$ cat src/rtl/usb_word_serializer_pkg.sv
// rtl/usb_word_serializer_pkg.sv - shared constants and byte-select helper for the USB word serializer
package usb_word_serializer_pkg;

  localparam int BYTES_PER_WORD = 4;
  localparam bit LSB_FIRST      = 1'b1;
  localparam logic [7:0] USB_IDLE_BYTE = 8'h00;

  typedef logic [1:0] byte_idx_t;

  function automatic logic [7:0] word_byte(input logic [31:0] w, input byte_idx_t bi);
    logic [1:0] sel;
    sel = LSB_FIRST ? bi : 2'(BYTES_PER_WORD - 1 - int'(bi));
    return w[8*sel +: 8];
  endfunction

endpackage

$ cat src/rtl/usb_ser_word_fifo.sv
// rtl/usb_ser_word_fifo.sv - synchronous DEPTH x 32 word buffer, registered pointers, no fall-through
module usb_ser_word_fifo
  import usb_word_serializer_pkg::*;
#(
  parameter int DEPTH = 16,
  localparam int ABITS = $clog2(DEPTH)
) (
  input  logic             clk,
  input  logic             rst_n,
  input  logic             wr_en,
  input  logic [31:0]      wr_data,
  input  logic             rd_en,
  output logic [31:0]      rd_data,
  output logic             full,
  output logic             empty,
  output logic [ABITS:0]   level
);

  logic [31:0]      mem [DEPTH];
  logic [ABITS-1:0] wr_ptr;
  logic [ABITS-1:0] rd_ptr;
  logic             do_wr;
  logic             do_rd;

  // A write into a full buffer is legal only when the same edge pops a word.
  assign do_wr   = wr_en & (~full | rd_en);
  assign do_rd   = rd_en & ~empty;
  assign full    = (level == (ABITS+1)'(DEPTH));
  assign empty   = (level == '0);
  assign rd_data = mem[rd_ptr];

  always_ff @(posedge clk) begin
    if (do_wr) mem[wr_ptr] <= wr_data;
  end

  always_ff @(posedge clk or negedge rst_n) begin
    if (!rst_n) begin
      wr_ptr <= '0;
      rd_ptr <= '0;
      level  <= '0;
    end else begin
      if (do_wr) wr_ptr <= wr_ptr + 1'b1;
      if (do_rd) rd_ptr <= rd_ptr + 1'b1;
      case ({do_wr, do_rd})
        2'b10:   level <= level + 1'b1;
        2'b01:   level <= level - 1'b1;
        default: level <= level;
      endcase
    end
  end

endmodule

$ cat src/rtl/usb_word_serializer.sv
// rtl/usb_word_serializer.sv - word buffer plus head register serialising 32-bit words to USB bytes; optional USB_SER_BYTE_CNT_EN
module usb_word_serializer
  import usb_word_serializer_pkg::*;
#(
  parameter int DEPTH         = 16,
  parameter int NEAR_FULL_GAP = 4,
  localparam int ABITS        = $clog2(DEPTH)
) (
  input  logic             BUS_CLK,
  input  logic             BUS_RST_B,
  input  logic [31:0]      FIFO_DATA,
  input  logic             FIFO_EMPTY_IN,
  output logic             FIFO_READ_NEXT_OUT,
  input  logic             USB_READ,
  output logic [7:0]       USB_DATA,
  output logic             FIFO_NOT_EMPTY,
  output logic             FIFO_FULL,
  output logic             FIFO_NEAR_FULL,
  output logic             FIFO_READ_ERROR,
  input  logic             CLEAR_ERR,
  output logic [ABITS:0]   WORD_COUNT
`ifdef USB_SER_BYTE_CNT_EN
  ,
  output logic [31:0]      BYTE_CNT
`endif
);

  logic [31:0]   head;
  byte_idx_t     bi;
  logic          head_valid;
  logic          active;
  logic          err;
  logic [31:0]   buf_rd_data;
  logic          buf_full;
  logic          buf_empty;
  logic [ABITS:0] buf_level;
  logic          good_read;
  logic          pop;

  usb_ser_word_fifo #(.DEPTH(DEPTH)) u_buf (
    .clk     (BUS_CLK),
    .rst_n   (BUS_RST_B),
    .wr_en   (FIFO_READ_NEXT_OUT),
    .wr_data (FIFO_DATA),
    .rd_en   (pop),
    .rd_data (buf_rd_data),
    .full    (buf_full),
    .empty   (buf_empty),
    .level   (buf_level)
  );

  assign good_read = USB_READ & head_valid;
  // Refill an idle head, or swap in the next word on the last byte so strobes never bubble.
  assign pop = ~buf_empty & (~head_valid | (good_read & (bi == 2'd3)));

  // Holds off the arbiter handshake until the first edge after reset release.
  always_ff @(posedge BUS_CLK or negedge BUS_RST_B) begin
    if (!BUS_RST_B) active <= 1'b0;
    else            active <= 1'b1;
  end

  always_ff @(posedge BUS_CLK or negedge BUS_RST_B) begin
    if (!BUS_RST_B) begin
      head       <= '0;
      bi         <= '0;
      head_valid <= 1'b0;
    end else if (pop) begin
      head       <= buf_rd_data;
      bi         <= '0;
      head_valid <= 1'b1;
    end else if (good_read) begin
      bi <= bi + 1'b1;
      if (bi == 2'd3) head_valid <= 1'b0;
    end
  end

  always_ff @(posedge BUS_CLK or negedge BUS_RST_B) begin
    if (!BUS_RST_B)                  err <= 1'b0;
    else if (USB_READ & ~head_valid) err <= 1'b1;
    else if (CLEAR_ERR)              err <= 1'b0;
  end

`ifdef USB_SER_BYTE_CNT_EN
  always_ff @(posedge BUS_CLK or negedge BUS_RST_B) begin
    if (!BUS_RST_B)     BYTE_CNT <= '0;
    else if (CLEAR_ERR) BYTE_CNT <= '0;
    else if (good_read) BYTE_CNT <= BYTE_CNT + 32'd1;
  end
`endif

  assign WORD_COUNT         = buf_level + (ABITS+1)'(head_valid);
  assign FIFO_FULL          = buf_full & head_valid;
  assign FIFO_NEAR_FULL     = int'(WORD_COUNT) >= (DEPTH + 1 - NEAR_FULL_GAP);
  assign FIFO_READ_NEXT_OUT = active & ~FIFO_EMPTY_IN & ~FIFO_FULL;
  assign FIFO_NOT_EMPTY     = head_valid;
  assign FIFO_READ_ERROR    = err;
  assign USB_DATA           = head_valid ? word_byte(head, bi) : USB_IDLE_BYTE;

endmodule

$ cat config.mk
export PLATFORM = sky130hd
export DESIGN_NAME = usb_word_serializer
export DESIGN_NICKNAME = d
export VERILOG_FILES = /design/src/rtl/usb_word_serializer_pkg.sv /design/src/rtl/usb_ser_word_fifo.sv /design/src/rtl/usb_word_serializer.sv
export SDC_FILE = /design/constraint.sdc
export NUM_CORES = 1
export LEC_CHECK = 0
export ABC_AREA = 1
export CAP_MARGIN = 20
export CELL_PAD_IN_SITES_DETAIL_PLACEMENT = 1
export CELL_PAD_IN_SITES_GLOBAL_PLACEMENT = 2
export CORE_AREA = 2 2 239 241
export DETAILED_ROUTE_END_ITERATION = 10
export DIE_AREA = 0 0 241 243
export GPL_TIMING_DRIVEN = 0
export PLACE_DENSITY = 0.79
export SLEW_MARGIN = 20
export SYNTH_ARGS = -nofsm -noshare
export SYNTH_HDL_FRONTEND = slang
export SYNTH_SLANG_ARGS = --single-unit
$ cat constraint.sdc
create_clock -name BUS_CLK -period 5.05 [get_ports BUS_CLK]
set_input_delay 1.01 -clock BUS_CLK [delete_from_list [all_inputs] [get_ports BUS_CLK]]
set_output_delay 1.01 -clock BUS_CLK [all_outputs]
set_load 0.05 [all_outputs]
After elaboration in Yosys (flattened, before gate mapping)
Memory sizes are Yosys's and may differ from the RTL's. A register that Yosys moved wholly into a read port is not among the register bits.
Index checks and enable logic that the tools add are counted.
- memory bits (read-only): 0
- input bits: 37
- bits in registers: 18
- memory bits (writable): 512
- latch bits: 0
- memories kept: 1
- bitwise gates (word level): 16
- mux-type cells: 11
- reductions and logical operators: 7
- divide/modulo/power cells: 0
- equality and inequality tests: 4
- order comparisons: 1
- shifts and indexed selects: 1
- add/subtract/negate cells: 6
- multiply operators: 0
- memories (memory ; words ; width ; read ports ; clocked after memory_dff ; wr ports ; line ; text):
    u_buf.mem ; 16 ; 32 ; 1 ; 1 ; 1 ; usb_ser_word_fifo.sv:19 ; logic [31:0] mem [DEPTH];
- operators by type and width (cell ; number):
    $shiftx A32 B6 Y8 ; 1
    $pmux W5 S2 ; 1
    $and A1 B1 Y1 ; 9
    $add A4 B1 Y4 const B ; 2
    $mux W8 ; 1
    $reduce_bool A2 Y1 ; 4
    $mux W1 ; 7
    $add A5 B1 Y5 ; 1
    $add A5 B1 Y5 const B ; 1
    $eq A5 B5 Y1 const B ; 1
    $ge A5 B4 Y1 const B ; 1
    $logic_not A5 Y1 ; 1
    $not A1 Y1 ; 5
    $sub A5 B1 Y5 const B ; 1
    $eq A2 B2 Y1 const B ; 2
    $mux W2 ; 2
    $add A2 B1 Y2 const B ; 1
    $eq A2 B1 Y1 const B ; 1
    $or A1 B1 Y1 ; 2
    $reduce_and A2 Y1 ; 1
    $logic_not A1 Y1 ; 1

Depth between registers and ports, before layout
- depth in word-level cells: 8
- mapped depth: 17
- mapped depth without buffers: 16

Cells and area by module
Synthesis repeated with hierarchy kept, for this count alone.
- cell total of the unflattened synthesis: 2372
- area, all modules: 24090.6 um2
- by module, submodules not included (module ; instances ; cells each ; area an instance (um2)):
    usb_ser_word_fifo ; 1 ; 2124 ; 22212.6
    usb_word_serializer ; 1 ; 248 ; 1878.1

Worst setup path before layout
OpenSTA, ideal clock, no wires.
- path kind: input -> register
- from: input port FIFO_EMPTY_IN
- to: memory u_buf.mem[10][0] (enable)
- arrival time: 3.699 ns
- stages: 5
- slack: 0.890 ns
- cells stage by stage: nor2_1 > nand2_1 > buf_2 > buf_2 > nor3_1
- word-level cells in the longest chain between the ends: 6
- RTL lines (what ; line ; text):
    start: declaration ; usb_word_serializer.sv:12 ; input logic FIFO_EMPTY_IN,
    $not A1 Y1 ; usb_word_serializer.sv:94 ; assign FIFO_READ_NEXT_OUT = active & ~FIFO_EMPTY_IN & ~FIFO_FULL;
    $and A1 B1 Y1 (2 in series) ; usb_word_serializer.sv:94 ;
    $and A1 B1 Y1 ; usb_ser_word_fifo.sv:26 ; assign do_wr = wr_en & (~full | rd_en);
    $mux W1 ; usb_ser_word_fifo.sv:33 ; if (do_wr) mem[wr_ptr] <= wr_data;
    $mux W1 (implied by the code) ; usb_ser_word_fifo.sv:33 ;
    end: declaration ; usb_ser_word_fifo.sv:19 ;
Every way passes these cells.

Final worst setup path
- from: register bi[1]
- to: output port USB_DATA[5]
- word-level cells in the longest chain between the ends: 2
- RTL lines (what ; line ; text):
    start: declaration ; usb_word_serializer.sv:29 ; byte_idx_t bi;
    start signal: assignment ; usb_word_serializer.sv:72 ; bi <= bi + 1'b1;
    $shiftx A32 B6 Y8 ; usb_word_serializer_pkg.sv:13 ; return w[8*sel +: 8];
    $mux W8 ; usb_word_serializer.sv:97 ; assign USB_DATA = head_valid ? word_byte(head, bi) : USB_IDLE_BYTE;
    end: declaration ; usb_word_serializer.sv:15 ; output logic [7:0] USB_DATA,
Every way passes these cells.

==> out/metrics.cfg <==
[status]
status = complete, no violations

[timing]
hold_violations = 0
worst_slack_ns = 1.203
fmax_mhz = 259.9
slew_violations = 0
finalSetupViolations = 0
min_period_ns = 3.847
hold_slack_ns = 0.4351
finClkSkew_ns = 0.01401
worstMarginPinSlew_ns = 0.9421
slew_headroom = 0.3719
min_period_over_period = 0.7618
rsz0062_at_grt = false

[critical_path]
cp-end-kind = primary output
worstPathCellList = clkbuf_1 > inv_1 > nor2_1 > o21ai_0 > a21oi_1 > clkdlybuf4s50_1
required_ns = 4.04
cp_data_arrival_time_ns = 2.84
crit_fanout = 10
cpMaxStageDelayCell = clkdlybuf4s50_1
path_delay_family = buffers and inverters
start_kind = flop
worstSetupPathType = flop to primary output
critPathMaxStageDelay_ns = 0.84
crit_buf_inv = 3

[clock_network]
h-tree-depth = 2
cts_resized = 0
postCtsHoldBufs = 0
numCtsBuffers = 59
clock_path_buffers = 3
clock_latency_ns = 0.62
clk_pin_slew_worst_paths_ns = 0.06
cts.sinks = 562
root_buffer = clkbuf_16
tritoncts = yes
cts_setup_buffers = 0

[routing]
detail-route-antenna-nets = 0
drt_iter0_drc = 1279
num_vias = 15820
viasPerCell = 5.260
firstDrtPassIters = 5
wire_per_inst_um = 23.06
totalWireLength_um = 69330
drc_errors = 0

[die]
num_rows = 87
initial_utilization = 0.4148
die_area_um2 = 58560
ioPinCount = 55
die_h_um = 243
die_x_um = 241
core_um2 = 55950

[final_layout]
layout.nets = 2251
layout_common_cells = nand2_1 (798), edfxtp_1 (512), nand3_1 (393), buf_4 (85), clkbuf_16 (61)
stdcell_area_um2 = 27270
nFillCells = 5967
seq_area_um2 = 16630
multi_input_area_um2 = 5741
layout_commonest_cell = nand2_1
n_antenna_cell = 0
drive_gt1_frac = 0.1204
area_growth_pct = 17.50

[synthesis]
syn_area_per_cell_um2 = 11.48
ys_seq_elements = 562
ys_warn_count = 0
syn_area_um2 = 23210
synthTopCellsByArea = edfxtp_1 (66%), nand2_1 (13%), nand3_1 (8.5%)
synth_top_area_cell = edfxtp_1
syn-num-nets = 2072
synth_cell_type_count = 28
syn_inst = 2022
synth_top_area_frac = 0.6625
yosysSeqAreaShare = 0.7164

[pwr]
leakagePower_uw = 0.01048
power_density_nw_per_um2 = 604.7
ir_drop_mv = 0.3549

[grt]
gr-usage-all-layers = 0.2426
grt_max_degree = 51
overflow = 0
antenna_found_initial = 0
grt_pass1_vias = 16760
grt_pass1_wl_um = 104500

[place]
placed_cell_area_um2 = 25340
io_buffers = 54
dp_hpwl_um = 49090
dpl_worst_slack_ns = 1.200
gp_congestion = 0.8179

[job]
maxCapViolCount = 0

[min_path]
hold_path.class = input port to asynchronous set/reset pin

## layout make-up
cell class,count,share of cell area
flip-flops and latches,562,0.6097
multi-input cells,1309,0.2105
clock buffers,73,0.05873
repair buffers,118,0.04024
well taps,756,0.03469
plain buffers,119,0.02941
clock inverters,38,0.01216
inverters,32,0.004588
## per-layer routing
metal,global-route usage,wire length (um)
met5,0,0
met4,0.05937,1398
met3,0.03230,3478
met2,0.4080,34030
met1,0.3327,30420
## where the power goes
group          internal [uW]  total [uW]  switching (uW)
registers               5470        5660             191
logic                   1910        6460            4550
clock network           2540        4370            1830
## worst paths after layout
kind / cells past startpoint / endpoint / slack [ns] / start
min: 1 / head[2]$_DFFE_PN0P_ / 0.44 / BUS_RST_B
max reg2reg: 17 / u_buf.level[4]$_DFFE_PN0P_ / 2.08 / u_buf.level[3]$_DFFE_PN0P_
max: 6 / USB_DATA[5] / 1.20 / bi[1]$_DFFE_PN0P_
max in group asynchronous: 1 / u_buf.wr_ptr[3]$_DFFE_PN0P_ / 4.13 / BUS_RST_B
min in group BUS_CLK: 2 / head[31]$_DFFE_PN0P_ / 0.47 / head[31]$_DFFE_PN0P_
min reg2reg: 2 / head[31]$_DFFE_PN0P_ / 0.47 / head[31]$_DFFE_PN0P_
## logic make-up (layout without fill, tap and decap cells)
logic type / Yosys count / in the layout / synth area share
xor+xnor: 11 / 11 / 0.004151
simple gates: 1246 / 1246 / 0.2236
compound gates: 38 / 38 / 0.008464
other cells: 1 / 1 / 0.0001616
flops: 562 / 562 / 0.7164
buf+inv: 151 / 380 / 0.03995
fa+ha+maj: 13 / 13 / 0.007332
## registers in the layout, summed over array words and instances (netlist names)
| signal | count |
|---|---|
| active | 1 |
| FIFO_READ_ERROR | 1 |
| FIFO_NOT_EMPTY | 1 |
| u_buf.rd_ptr | 4 |
| u_buf.level | 5 |
| head | 32 |
| u_buf.wr_ptr | 4 |
| bi | 2 |
| u_buf.mem | 512 |
## worst register-to-register path, stage by stage (launching register included)
cell     delay, ns
dfrtp_1       0.44
nor2_1        0.12
nand3_1       0.07
inv_1         0.07
nand3_1       0.12
nand2_1       0.11
buf_2         0.26
buf_2         0.33
ha_1          0.35
inv_1         0.09
fa_1          0.40
inv_1         0.07
nand2_1       0.06
nand2_1       0.06
a21oi_1       0.07
xor2_1        0.14
nand2_1       0.06
nand2_1       0.05
## stage by stage
| step | total power, uW | std cells | util | TNS (ns) |
|---|---|---|---|---|
| detailed placement | 12230 | 2896 | 0.4528 | 0 |
| global placement | 12010 | 2832 | 0.4414 | -886.32 |
| finish | 16490 | 3007 | 0.4874 | 0 |
| CTS | 16600 | 3007 | 0.4874 | 0 |
| floorplan | 9743 | 2022 | - | 0 |
| global route | 17410 | 3007 | 0.4874 | 0 |
## cells in the mapped netlist, drive strengths merged
cell type	instances
nand2	799
edfxtp	512
nand3	393
buf	104
dfrtp	50
nor2	40
inv	30
o21ai	24
clkbuf	15
nor3	14
ha	12
a21oi	11
xor2	8
xnor2	3
clkinv	2
o21bai	2
a31oi	1
conb	1
fa	1
Note: power is estimated with default switching activity, not from simulation.
